<file path="config.mk">
export PLATFORM = sky130hd
export DESIGN_NAME = eth_mem_arbiter
export DESIGN_NICKNAME = d
export VERILOG_FILES = /design/src/rtl/eth_arb_pkg.sv /design/src/rtl/eth_rr_pick.sv /design/src/rtl/eth_mem_arbiter.sv
export SDC_FILE = /design/constraint.sdc
export NUM_CORES = 1
export LEC_CHECK = 0
export CELL_PAD_IN_SITES_DETAIL_PLACEMENT = 1
export CELL_PAD_IN_SITES_GLOBAL_PLACEMENT = 2
export CORE_MARGIN = 5
export CORE_UTILIZATION = 20
export DETAILED_ROUTE_END_ITERATION = 10
export PLACE_DENSITY_LB_ADDON = 0.1
export SYNTH_ARGS = -nofsm -noshare
export SYNTH_HDL_FRONTEND = slang
export SYNTH_SLANG_ARGS = --single-unit
</file>
<file path="constraint.sdc">
create_clock -name pclk_i -period 1.63 [get_ports pclk_i]
set_input_delay 0.2445 -clock pclk_i [delete_from_list [all_inputs] [get_ports pclk_i]]
set_output_delay 0.2445 -clock pclk_i [all_outputs]
set_load 0.05 [all_outputs]
</file>
<file path="src/rtl/eth_arb_pkg.sv">
// Shared types and defaults for the Ethernet MAC memory-port arbiter.
//
// Contents:
//   arb_state_e  - APB sequencer state (IDLE, SETUP, ACCESS)
//   DefAw/DefDw  - default address / data widths
//   tcnt_width() - width of the ACCESS watchdog counter for a given limit
//
// The watchdog is only built when ETH_ARB_TIMEOUT_EN is defined.
package eth_arb_pkg;

    typedef enum logic [1:0] {
        StIdle   = 2'd0,
        StSetup  = 2'd1,
        StAccess = 2'd2
    } arb_state_e;

    localparam int unsigned DefAw = 32;
    localparam int unsigned DefDw = 32;

    // Counter must be able to hold the value TIMEOUT_CYC itself.
    function automatic int unsigned tcnt_width(input int unsigned cyc);
        return $clog2(cyc + 1);
    endfunction

endpackage

</file>
<file path="src/rtl/eth_rr_pick.sv">
// Combinational round-robin picker.
//
// Searches i_req (with i_mask bits excluded) starting at i_last+1 and wrapping,
// and returns the first hit.
//
// Ports:
//   i_req    [NREQ] request vector
//   i_mask   [NREQ] requests to ignore (set bits never win)
//   i_last   [IW]   index of the previous winner
//   o_onehot [NREQ] one-hot winner
//   o_index  [IW]   binary winner index
//   o_any           a winner exists
module eth_rr_pick #(
    parameter int unsigned NREQ = 2,
    parameter int unsigned IW   = 1
) (
    input  logic [NREQ-1:0] i_req,
    input  logic [NREQ-1:0] i_mask,
    input  logic [IW-1:0]   i_last,
    output logic [NREQ-1:0] o_onehot,
    output logic [IW-1:0]   o_index,
    output logic            o_any
);

    int unsigned w_cand;

    always_comb begin
        o_onehot = '0;
        o_index  = '0;
        o_any    = 1'b0;
        w_cand   = 0;
        // Offset NREQ wraps back to i_last itself, which is checked last.
        for (int unsigned off = 1; off <= NREQ; off++) begin
            w_cand = (32'(i_last) + off) % NREQ;
            if (!o_any && i_req[IW'(w_cand)] && !i_mask[IW'(w_cand)]) begin
                o_any                 = 1'b1;
                o_onehot[IW'(w_cand)] = 1'b1;
                o_index               = IW'(w_cand);
            end
        end
    end

endmodule

</file>
<file path="src/rtl/eth_mem_arbiter.sv">
// Round-robin arbiter placing NREQ DMA requesters onto a single APB master port.
//
// A registered IDLE/SETUP/ACCESS sequencer drives the APB signals. On completion
// the granted requester gets a one-cycle done_o pulse with read data on rdata_o
// (zero for writes). A pending request from another requester is launched
// straight into SETUP on the completing edge, so alternating requesters see two
// cycles per transfer.
//
// Ports:
//   pclk_i, prstn_i           clock, asynchronous active-low reset
//   req_i/addr_i/wdata_i/write_i  per-requester request and flattened payload
//   gnt_o, done_o, err_o      per-requester grant, completion, timeout pulse
//   rdata_o, busy_o           completion read data, sequencer not idle
//   m_p*                      APB master port
//
// Build option: ETH_ARB_TIMEOUT_EN adds an ACCESS watchdog of TIMEOUT_CYC cycles
// that ends the transfer with done_o and err_o; without it err_o is tied low.
module eth_mem_arbiter
    import eth_arb_pkg::*;
#(
    parameter int unsigned NREQ        = 2,
    parameter int unsigned AW          = DefAw,
    parameter int unsigned DW          = DefDw,
    parameter int unsigned TIMEOUT_CYC = 256
) (
    input  logic                 pclk_i,
    input  logic                 prstn_i,
    input  logic [NREQ-1:0]      req_i,
    input  logic [NREQ*AW-1:0]   addr_i,
    input  logic [NREQ*DW-1:0]   wdata_i,
    input  logic [NREQ-1:0]      write_i,
    output logic [NREQ-1:0]      gnt_o,
    output logic [NREQ-1:0]      done_o,
    output logic [NREQ-1:0]      err_o,
    output logic [DW-1:0]        rdata_o,
    output logic                 busy_o,
    output logic [AW-1:0]        m_paddr_o,
    output logic [DW-1:0]        m_pwdata_o,
    output logic                 m_psel_o,
    output logic                 m_penable_o,
    output logic                 m_pwrite_o,
    input  logic [DW-1:0]        m_prdata_i,
    input  logic                 m_pready_i
);

    localparam int unsigned IW = $clog2(NREQ);

    arb_state_e        r_state, w_state_nxt;
    logic [NREQ-1:0]   r_gnt, w_gnt_nxt;
    logic [IW-1:0]     r_widx, w_widx_nxt;
    logic [IW-1:0]     r_last, w_last_nxt;
    logic [NREQ-1:0]   r_done, w_done_nxt;
    logic [DW-1:0]     r_rdata, w_rdata_nxt;
    logic              r_busy, w_busy_nxt;
    logic [AW-1:0]     r_paddr, w_paddr_nxt;
    logic [DW-1:0]     r_pwdata, w_pwdata_nxt;
    logic              r_pwrite, w_pwrite_nxt;
    logic              r_psel, w_psel_nxt;
    logic              r_penable, w_penable_nxt;

`ifdef ETH_ARB_TIMEOUT_EN
    localparam int unsigned TCW = tcnt_width(TIMEOUT_CYC);
    logic [NREQ-1:0]   r_err, w_err_nxt;
    logic [TCW-1:0]    r_tcnt, w_tcnt_nxt;
`endif

    // Picker inputs: during ACCESS the completing requester is masked (its req
    // is still high on the completing edge) and the search starts after it.
    logic              w_in_access;
    logic [NREQ-1:0]   w_mask;
    logic [IW-1:0]     w_search_last;
    logic [NREQ-1:0]   w_pick_oh;
    logic [IW-1:0]     w_pick_idx;
    logic              w_pick_any;

    assign w_in_access   = (r_state == StAccess);
    assign w_mask        = w_in_access ? r_gnt : '0;
    assign w_search_last = w_in_access ? r_widx : r_last;

    eth_rr_pick #(
        .NREQ (NREQ),
        .IW   (IW)
    ) u_pick (
        .i_req    (req_i),
        .i_mask   (w_mask),
        .i_last   (w_search_last),
        .o_onehot (w_pick_oh),
        .o_index  (w_pick_idx),
        .o_any    (w_pick_any)
    );

    // Payload of the picked requester.
    logic [AW-1:0] w_sel_addr;
    logic [DW-1:0] w_sel_wdata;
    logic          w_sel_write;

    always_comb begin
        w_sel_addr  = '0;
        w_sel_wdata = '0;
        w_sel_write = 1'b0;
        for (int i = 0; i < NREQ; i++) begin
            if (w_pick_oh[i]) begin
                w_sel_addr  = addr_i[i*AW +: AW];
                w_sel_wdata = wdata_i[i*DW +: DW];
                w_sel_write = write_i[i];
            end
        end
    end

    logic w_launch;

    always_comb begin
        w_state_nxt   = r_state;
        w_gnt_nxt     = r_gnt;
        w_widx_nxt    = r_widx;
        w_last_nxt    = r_last;
        w_done_nxt    = '0;
        w_rdata_nxt   = '0;
        w_paddr_nxt   = r_paddr;
        w_pwdata_nxt  = r_pwdata;
        w_pwrite_nxt  = r_pwrite;
        w_psel_nxt    = r_psel;
        w_penable_nxt = r_penable;
        w_launch      = 1'b0;
`ifdef ETH_ARB_TIMEOUT_EN
        w_err_nxt     = '0;
        w_tcnt_nxt    = r_tcnt;
`endif

        case (r_state)
            StIdle: begin
                w_launch = w_pick_any;
            end
            StSetup: begin
                w_penable_nxt = 1'b1;
                w_state_nxt   = StAccess;
`ifdef ETH_ARB_TIMEOUT_EN
                w_tcnt_nxt    = '0;
`endif
            end
            StAccess: begin
                if (m_pready_i) begin
                    w_done_nxt  = r_gnt;
                    w_rdata_nxt = r_pwrite ? '0 : m_prdata_i;
                    w_last_nxt  = r_widx;
                    if (w_pick_any) begin
                        w_launch = 1'b1;
                    end else begin
                        w_state_nxt   = StIdle;
                        w_gnt_nxt     = '0;
                        w_psel_nxt    = 1'b0;
                        w_penable_nxt = 1'b0;
                    end
                end
`ifdef ETH_ARB_TIMEOUT_EN
                else if (r_tcnt == TCW'(TIMEOUT_CYC - 1)) begin
                    // Last permitted ACCESS cycle without pready: abandon.
                    w_done_nxt    = r_gnt;
                    w_err_nxt     = r_gnt;
                    w_last_nxt    = r_widx;
                    w_state_nxt   = StIdle;
                    w_gnt_nxt     = '0;
                    w_psel_nxt    = 1'b0;
                    w_penable_nxt = 1'b0;
                end else begin
                    w_tcnt_nxt = r_tcnt + TCW'(1);
                end
`endif
            end
            default: begin
                w_state_nxt   = StIdle;
                w_gnt_nxt     = '0;
                w_psel_nxt    = 1'b0;
                w_penable_nxt = 1'b0;
            end
        endcase

        if (w_launch) begin
            w_state_nxt   = StSetup;
            w_gnt_nxt     = w_pick_oh;
            w_widx_nxt    = w_pick_idx;
            w_paddr_nxt   = w_sel_addr;
            w_pwdata_nxt  = w_sel_wdata;
            w_pwrite_nxt  = w_sel_write;
            w_psel_nxt    = 1'b1;
            w_penable_nxt = 1'b0;
        end

        w_busy_nxt = (w_state_nxt != StIdle);
    end

    always_ff @(posedge pclk_i or negedge prstn_i) begin
        if (!prstn_i) begin
            r_state   <= StIdle;
            r_gnt     <= '0;
            r_widx    <= '0;
            r_last    <= IW'(NREQ - 1);
            r_done    <= '0;
            r_rdata   <= '0;
            r_busy    <= 1'b0;
            r_paddr   <= '0;
            r_pwdata  <= '0;
            r_pwrite  <= 1'b0;
            r_psel    <= 1'b0;
            r_penable <= 1'b0;
        end else begin
            r_state   <= w_state_nxt;
            r_gnt     <= w_gnt_nxt;
            r_widx    <= w_widx_nxt;
            r_last    <= w_last_nxt;
            r_done    <= w_done_nxt;
            r_rdata   <= w_rdata_nxt;
            r_busy    <= w_busy_nxt;
            r_paddr   <= w_paddr_nxt;
            r_pwdata  <= w_pwdata_nxt;
            r_pwrite  <= w_pwrite_nxt;
            r_psel    <= w_psel_nxt;
            r_penable <= w_penable_nxt;
        end
    end

`ifdef ETH_ARB_TIMEOUT_EN
    always_ff @(posedge pclk_i or negedge prstn_i) begin
        if (!prstn_i) begin
            r_err  <= '0;
            r_tcnt <= '0;
        end else begin
            r_err  <= w_err_nxt;
            r_tcnt <= w_tcnt_nxt;
        end
    end

    assign err_o = r_err;
`else
    assign err_o = '0;
`endif

    assign gnt_o       = r_gnt;
    assign done_o      = r_done;
    assign rdata_o     = r_rdata;
    assign busy_o      = r_busy;
    assign m_paddr_o   = r_paddr;
    assign m_pwdata_o  = r_pwdata;
    assign m_pwrite_o  = r_pwrite;
    assign m_psel_o    = r_psel;
    assign m_penable_o = r_penable;

endmodule

</file>
======== Yosys cells after proc, flatten, opt, wreduce, memory -nomap -nowiden ========
Cells that the tools add are included.
W data, S select, Z words.
operators by class
  order comparisons ....................... 4
  reductions and logical operators ........ 14
  bitwise gates (word level) .............. 1
  equal/unequal tests ..................... 6
  mux-type cells .......................... 48
  add/subtract/negate cells ............... 2
operator list
  operator               number
  $mux W32               7
  $mux W1                23
  $mux W2                11
  $ne A3 B2 Y1 const B   2
  $pmux W2 S3            1
  $reduce_and A3 Y1      2
  $logic_and A1 B1 Y1    5
  $lt A1 B2 Y1 const B   2
  $pmux W1 S2            2
  $pmux W2 S2            1
  $logic_not A1 Y1       3
  $pmux W1 S3            1
  $add A1 B1 Y1 const B  2
  $demux W1 S1           2
  $eq A2 B1 Y1 const B   1
  $eq A2 B2 Y1 const B   1
  $ge A1 B1 Y1 const B   2
  $logic_not A2 Y1       1
  $ne A2 B1 Y1 const B   1
  $ne A2 B2 Y1 const B   1
  $or A2 B2 Y2           1
  $reduce_and A2 Y1      1
  $reduce_bool A2 Y1     1
  $reduce_or A2 Y1       1
word-level totals
  logic and storage cells ................. 87
  input bits .............................. 167
  register bits after elaboration ......... 108
  output and inout port bits .............. 106

======== Depth between registers and ports, before layout ========
  depth after elaboration ................. 17
  mapped depth ............................ 7
  gate-level depth less buffers ........... 4

======== By module ========
From an unflattened synthesis, not the netlist that was laid out.
unflattened totals
  cell total of the unflattened synthesis .. 342
  area, all modules ....................... 4704.5 um^2
by module, submodules not included
  module           area an instance (um^2)  seq. area each (um^2)  cells each  times used
  eth_mem_arbiter  4653.2                   2703.8                 336         1
  eth_rr_pick      51.3                     0.0                    6           1

======== Worst setup path after synthesis ========
No wires, ideal clock.
  path type ............................... reg2reg
  from .................................... register r_gnt[1] (netlist: gnt_o[1])
  to ...................................... register r_paddr[22] (netlist: m_paddr_o[22])
  path buffers ............................ 2
  stages on the path, launching flop included .. 7
  data required time ...................... 1.484 ns
  setup time .............................. 0.146 ns
  data arrival time ....................... 1.778 ns
  period minus slack after synthesis ...... 1.924 ns
  slack ................................... -0.294 ns
  path through ............................ dfrtp_1 -> or4b_1 -> o21ai_2 -> a21bo_2 -> buf_4 -> buf_4 -> o221ai_1
between the ends
  cells in the longest elaborated chain, start to end .. 13
  elaborated cells between the ends (all ways) .. 21
  classes of those cells .................. mux (14); bitwise (1); reduce/logical (6)
RTL lines
  element                                      RTL line                source
  start: declaration                           eth_mem_arbiter.sv:49   logic [NREQ-1:0] r_gnt, w_gnt_nxt;
  start signal: assignment                     eth_mem_arbiter.sv:208  r_gnt <= w_gnt_nxt;
  $mux W2 *                                    eth_mem_arbiter.sv:77   assign w_mask = w_in_access ? r_gnt : '0;
  $mux W1 (implied by the code) (2 in series)  eth_rr_pick.sv:35       if (!o_any && i_req[IW'(w_cand)] && !i_mask[IW'(w_cand)]) begin
  $logic_not A1 Y1                             eth_rr_pick.sv:35
  $logic_and A1 B1 Y1                          eth_rr_pick.sv:35
  $mux W1                                      eth_rr_pick.sv:35
  $logic_not A1 Y1                             eth_rr_pick.sv:35
  $logic_and A1 B1 Y1 (2 in series)            eth_rr_pick.sv:35
  $mux W1                                      eth_rr_pick.sv:35
  $mux W1                                      eth_mem_arbiter.sv:146  if (w_pick_any) begin
  $mux W1                                      eth_mem_arbiter.sv:142  if (m_pready_i) begin
  $pmux W1 S2                                  eth_mem_arbiter.sv:130  case (r_state)
  end signal: assignment                       eth_mem_arbiter.sv:214  r_paddr <= w_paddr_nxt;
  end: declaration                             eth_mem_arbiter.sv:55   logic [AW-1:0] r_paddr, w_paddr_nxt;
Mark *: on every way between the ends. The rest lies on a longest branch, timed or not. The select of a mux whose other input is x is not followed.
A chain may end at the register's enable or synchronous reset.

======== Worst setup path in the final report ========
  from .................................... register r_widx
  to ...................................... register r_paddr[10] (netlist: m_paddr_o[10])
between the ends
  cells in the longest elaborated chain, start to end .. 14
  elaborated cells between the ends (all ways) .. 37
  classes of those cells .................. add/sub (2); order compare (4); mux (22); bitwise (1); reduce/logical (8)
RTL lines
  element                                      RTL line                source
  start: declaration                           eth_mem_arbiter.sv:50   logic [IW-1:0] r_widx, w_widx_nxt;
  start signal: assignment                     eth_mem_arbiter.sv:209  r_widx <= w_widx_nxt;
  $mux W1 *                                    eth_mem_arbiter.sv:78   assign w_search_last = w_in_access ? r_widx : r_last;
  $add A1 B1 Y1                                eth_rr_pick.sv:34       w_cand = (32'(i_last) + off) % NREQ;
  $mux W1 (implied by the code) (2 in series)  eth_rr_pick.sv:35
  $logic_not A1 Y1                             eth_rr_pick.sv:35
  $logic_and A1 B1 Y1                          eth_rr_pick.sv:35
  $mux W1                                      eth_rr_pick.sv:35
  $logic_not A1 Y1                             eth_rr_pick.sv:35
  $logic_and A1 B1 Y1 (2 in series)            eth_rr_pick.sv:35
  $mux W1                                      eth_rr_pick.sv:35
  $mux W1                                      eth_mem_arbiter.sv:146
  $mux W1                                      eth_mem_arbiter.sv:142
  $pmux W1 S2                                  eth_mem_arbiter.sv:130
Marked as above.

==> summary.txt <==
outcome: finished with violations
failing checks: negative setup slack
DRC viols: 0
gr ovfl total: 0
syn avg cell area: 10.4 µm²
Synth area leaders: dfrtp_1, inv_1, o221ai_2
Die X: 167 µm
pre-CTS setup slack: -0.488 ns
final instance area: 8950 µm²
Final period util: 110%
crit-path cells: or4b_4 > o21ai_4 > a32oi_4 > buf_12 > clkbuf_16 > o221ai_2
slowest stage delay, CP: 0.55 ns
share of cells above drive strength 1: 33.3%
Yosys top cell area share: 54.6%
combinational family with the most area after synthesis: compound AO/OA/AOI/OAI gates
vias: 4636
leakage power: 4.26 nW
Compound-Gate Fraction of Synth Area: 24.3%
max-slew violation count: 0
worst path required time: 1.89 ns
Synth Area in Adders: 0%
gr usage total: 13.6%
Synth warnings: 0
FMAX: 555 MHz
Fillers: 2695
core footprint: 24200 µm²
Cell variety after synth: 32
Placer Congestion: 0.782
RSZ-0062 raised after global routing: true
clk_skew: 0.00796 ns
area growth from synthesis to final layout: 82.3%
final setup fails: 69
endpoints failing hold: 0
vias in the first global route: 5237
die area: 27800 µm²
startpoint types: flip-flop
placed insts: 1063
worst-case vdd ir drop: 0.759 mV
Max FO, Critical Path: 13
CP max stage cell: or4b_4
clk buf depth: 2
fin cells: 1099
drt wl/cell: 18.6 µm
DRT antenna net count: 0
PwrDens: 1840 nW/µm²
Final Power: 16.5 mW
I/O Buffers: 270
Num Clock Sinks: 108
clock root cell: clkbuf_16
CTS tree: yes
post-synthesis mux area share: 0.229%
total CTS buffers: 9
# Max-Cap Violations: 0
worst path arrival time: 2.06 ns
first-pass iteration count of the detailed router: 4
Post-Synthesis Cells: 472
post-synthesis simple-gate area fraction: 6.27%
# nets final: 937
final worst slack: -0.171 ns
initial antenna violation count: 0
io pins: 273
first-pass GRT wire length: 30.1 mm
critical path capture point type: flip-flop
ant diodes: 0
Area after DPL: 7990 µm²
H-tree levels: 3
sequential share of the synthesized area: 55.1%
crit path kind: flip-flop to flip-flop
Post-Syn Area: 4910 µm²
pin count of the biggest net entering global routing: 50
Total Wirelength: 20.4 mm
CP top delay family: simple AND/OR/NAND/NOR gates
Cell Rows: 57
Yosys reg bits: 108
area leader, netlist: dfrtp_1
minimum clock period: 1.80 ns
starting DRC count in detailed routing: 104
worst-skew pair later-pin latency: 0.35 ns
CP Buf/Inv Count: 2
Initial Utilization: 20.2%
DP HPWL: 14.6 mm
clk slew on worst S/H paths: 0.08 ns
Post-Synth XOR/XNOR Area: 0%
Hold Path Class: input pin to async pin
Vert. Die Dim: 167 µm
drt via density: 4.22
-- where the power goes --
part           total (mW)  switching [mW]  internal, mW
clock network        2.18            1.11          1.07
registers            4.27           0.594          3.68
logic                10.0            6.16          3.88
-- stage by stage --
step,utilization (%),hold slack [ns],TNS [ns]
after floorplan,-,-0.0511,-7.32
after global placement,33.0,0.170,-26.81
after detailed placement,33.0,0.170,-29.85
after CTS,34.8,0.348,-12.80
after global routing,36.9,0.371,-14.22
final,36.9,0.346,-8.87
-- path summary, 6_finish.rpt --
kind	startpoint	endpoint	slack (ns)	cells after the start
worst max-delay path	r_widx	m_paddr_o[10]	-0.17	6
worst min-delay path	prstn_i	m_paddr_o[3]	0.35	2
worst max register to register	r_widx	m_paddr_o[10]	-0.17	6
worst min register to register	m_paddr_o[14]	m_paddr_o[14]	0.52	2
max in group asynchronous	prstn_i	m_paddr_o[22]	0.69	3
min in group pclk_i	m_prdata_i[4]	rdata_o[4]	0.45	2
-- layout by cell type (no fill, tap or decap), types with 2 or more instances in the layout --
master	n
clkinv_4	3
o21ai_0	58
o221ai_2	58
nor2b_1	2
clkbuf_16	16
buf_6	4
inv_6	2
conb_1	2
nand2_1	2
buf_12	16
o221ai_1	4
o221ai_4	3
dfrtp_1	104
o21ai_1	10
nor2_1	2
buf_4	126
nand2b_1	3
a21bo_4	2
and3_1	2
inv_1	132
clkdlybuf4s50_1	165
and2_1	21
and2_4	11
nand3b_1	2
dfrtp_2	3
-- flip-flops by register name, summed over array words and instances, names as in the netlist --
signal / cells
m_penable_o: 1
m_paddr_o: 32
m_pwrite_o: 1
done_o: 2
r_state: 2
r_last: 1
gnt_o: 2
m_pwdata_o: 32
r_widx: 1
rdata_o: 32
busy_o: 1
m_psel_o: 1
-- cells in the mapped netlist (all sizes together) --
cell type	number
a22oi	1
mux2	1
a221oi	1
o221ai	65
clkbuf	19
dfrtp	107
a21bo	3
and2	32
buf	16
a21oi	1
nand3b	2
o21ai	69
conb	1
nor2b	2
nor2	3
dfstp	1
nand2b	4
o31ai	1
inv	132
a211o	1
a32oi	1
o21a	1
nand2	3
or4b	1
and3	2
and4b	1
o311ai	1
-- per-layer routing --
| layer | GRT usage (%) | wire length (µm) | vias to the layer above |
|---|---|---|---|
| met2 | 23.1 | 10200 | 140 |
| met3 | 3.82 | 1090 | 10 |
| li1 | - | - | 2164 |
| met4 | 3.20 | 169 | 0 |
| met5 | 0 | 0 | - |
| met1 | 17.3 | 8930 | 2322 |
-- cell families (layout without fill, tap and decap cells) --
family / after synthesis / count (layout)
buffers and inverters: 167 / 469
multiplexers: 1 / 1
other: 1 / 2
AND/OR/NAND/NOR: 50 / 50
AO/OA/AOI/OAI: 145 / 145
flip-flops: 108 / 108
-- cell type report --
| type | count | area (µm²) | share of cell area [%] |
|---|---|---|---|
| clock buffers | 10 | 229 | 2.56 |
| inverters | 132 | 495 | 5.54 |
| flip-flops and latches | 108 | 2710 | 30.3 |
| well taps | 324 | 405 | 4.53 |
| clock inverters | 6 | 55.1 | 0.615 |
| repair buffers | 321 | 3190 | 35.7 |
| multi-input cells | 198 | 1860 | 20.8 |
-- timing repair --
action                                  4_1_cts  5_1_grt
pin swaps                                     1       20
hold buffers                                  1        0
resized for setup                            10       55
endpoints found under the setup margin       72      105
endpoints found under the hold margin        18        0
cloned                                        1        8
buffers inserted                              7        5
Power figures use the tool's default switching activity.
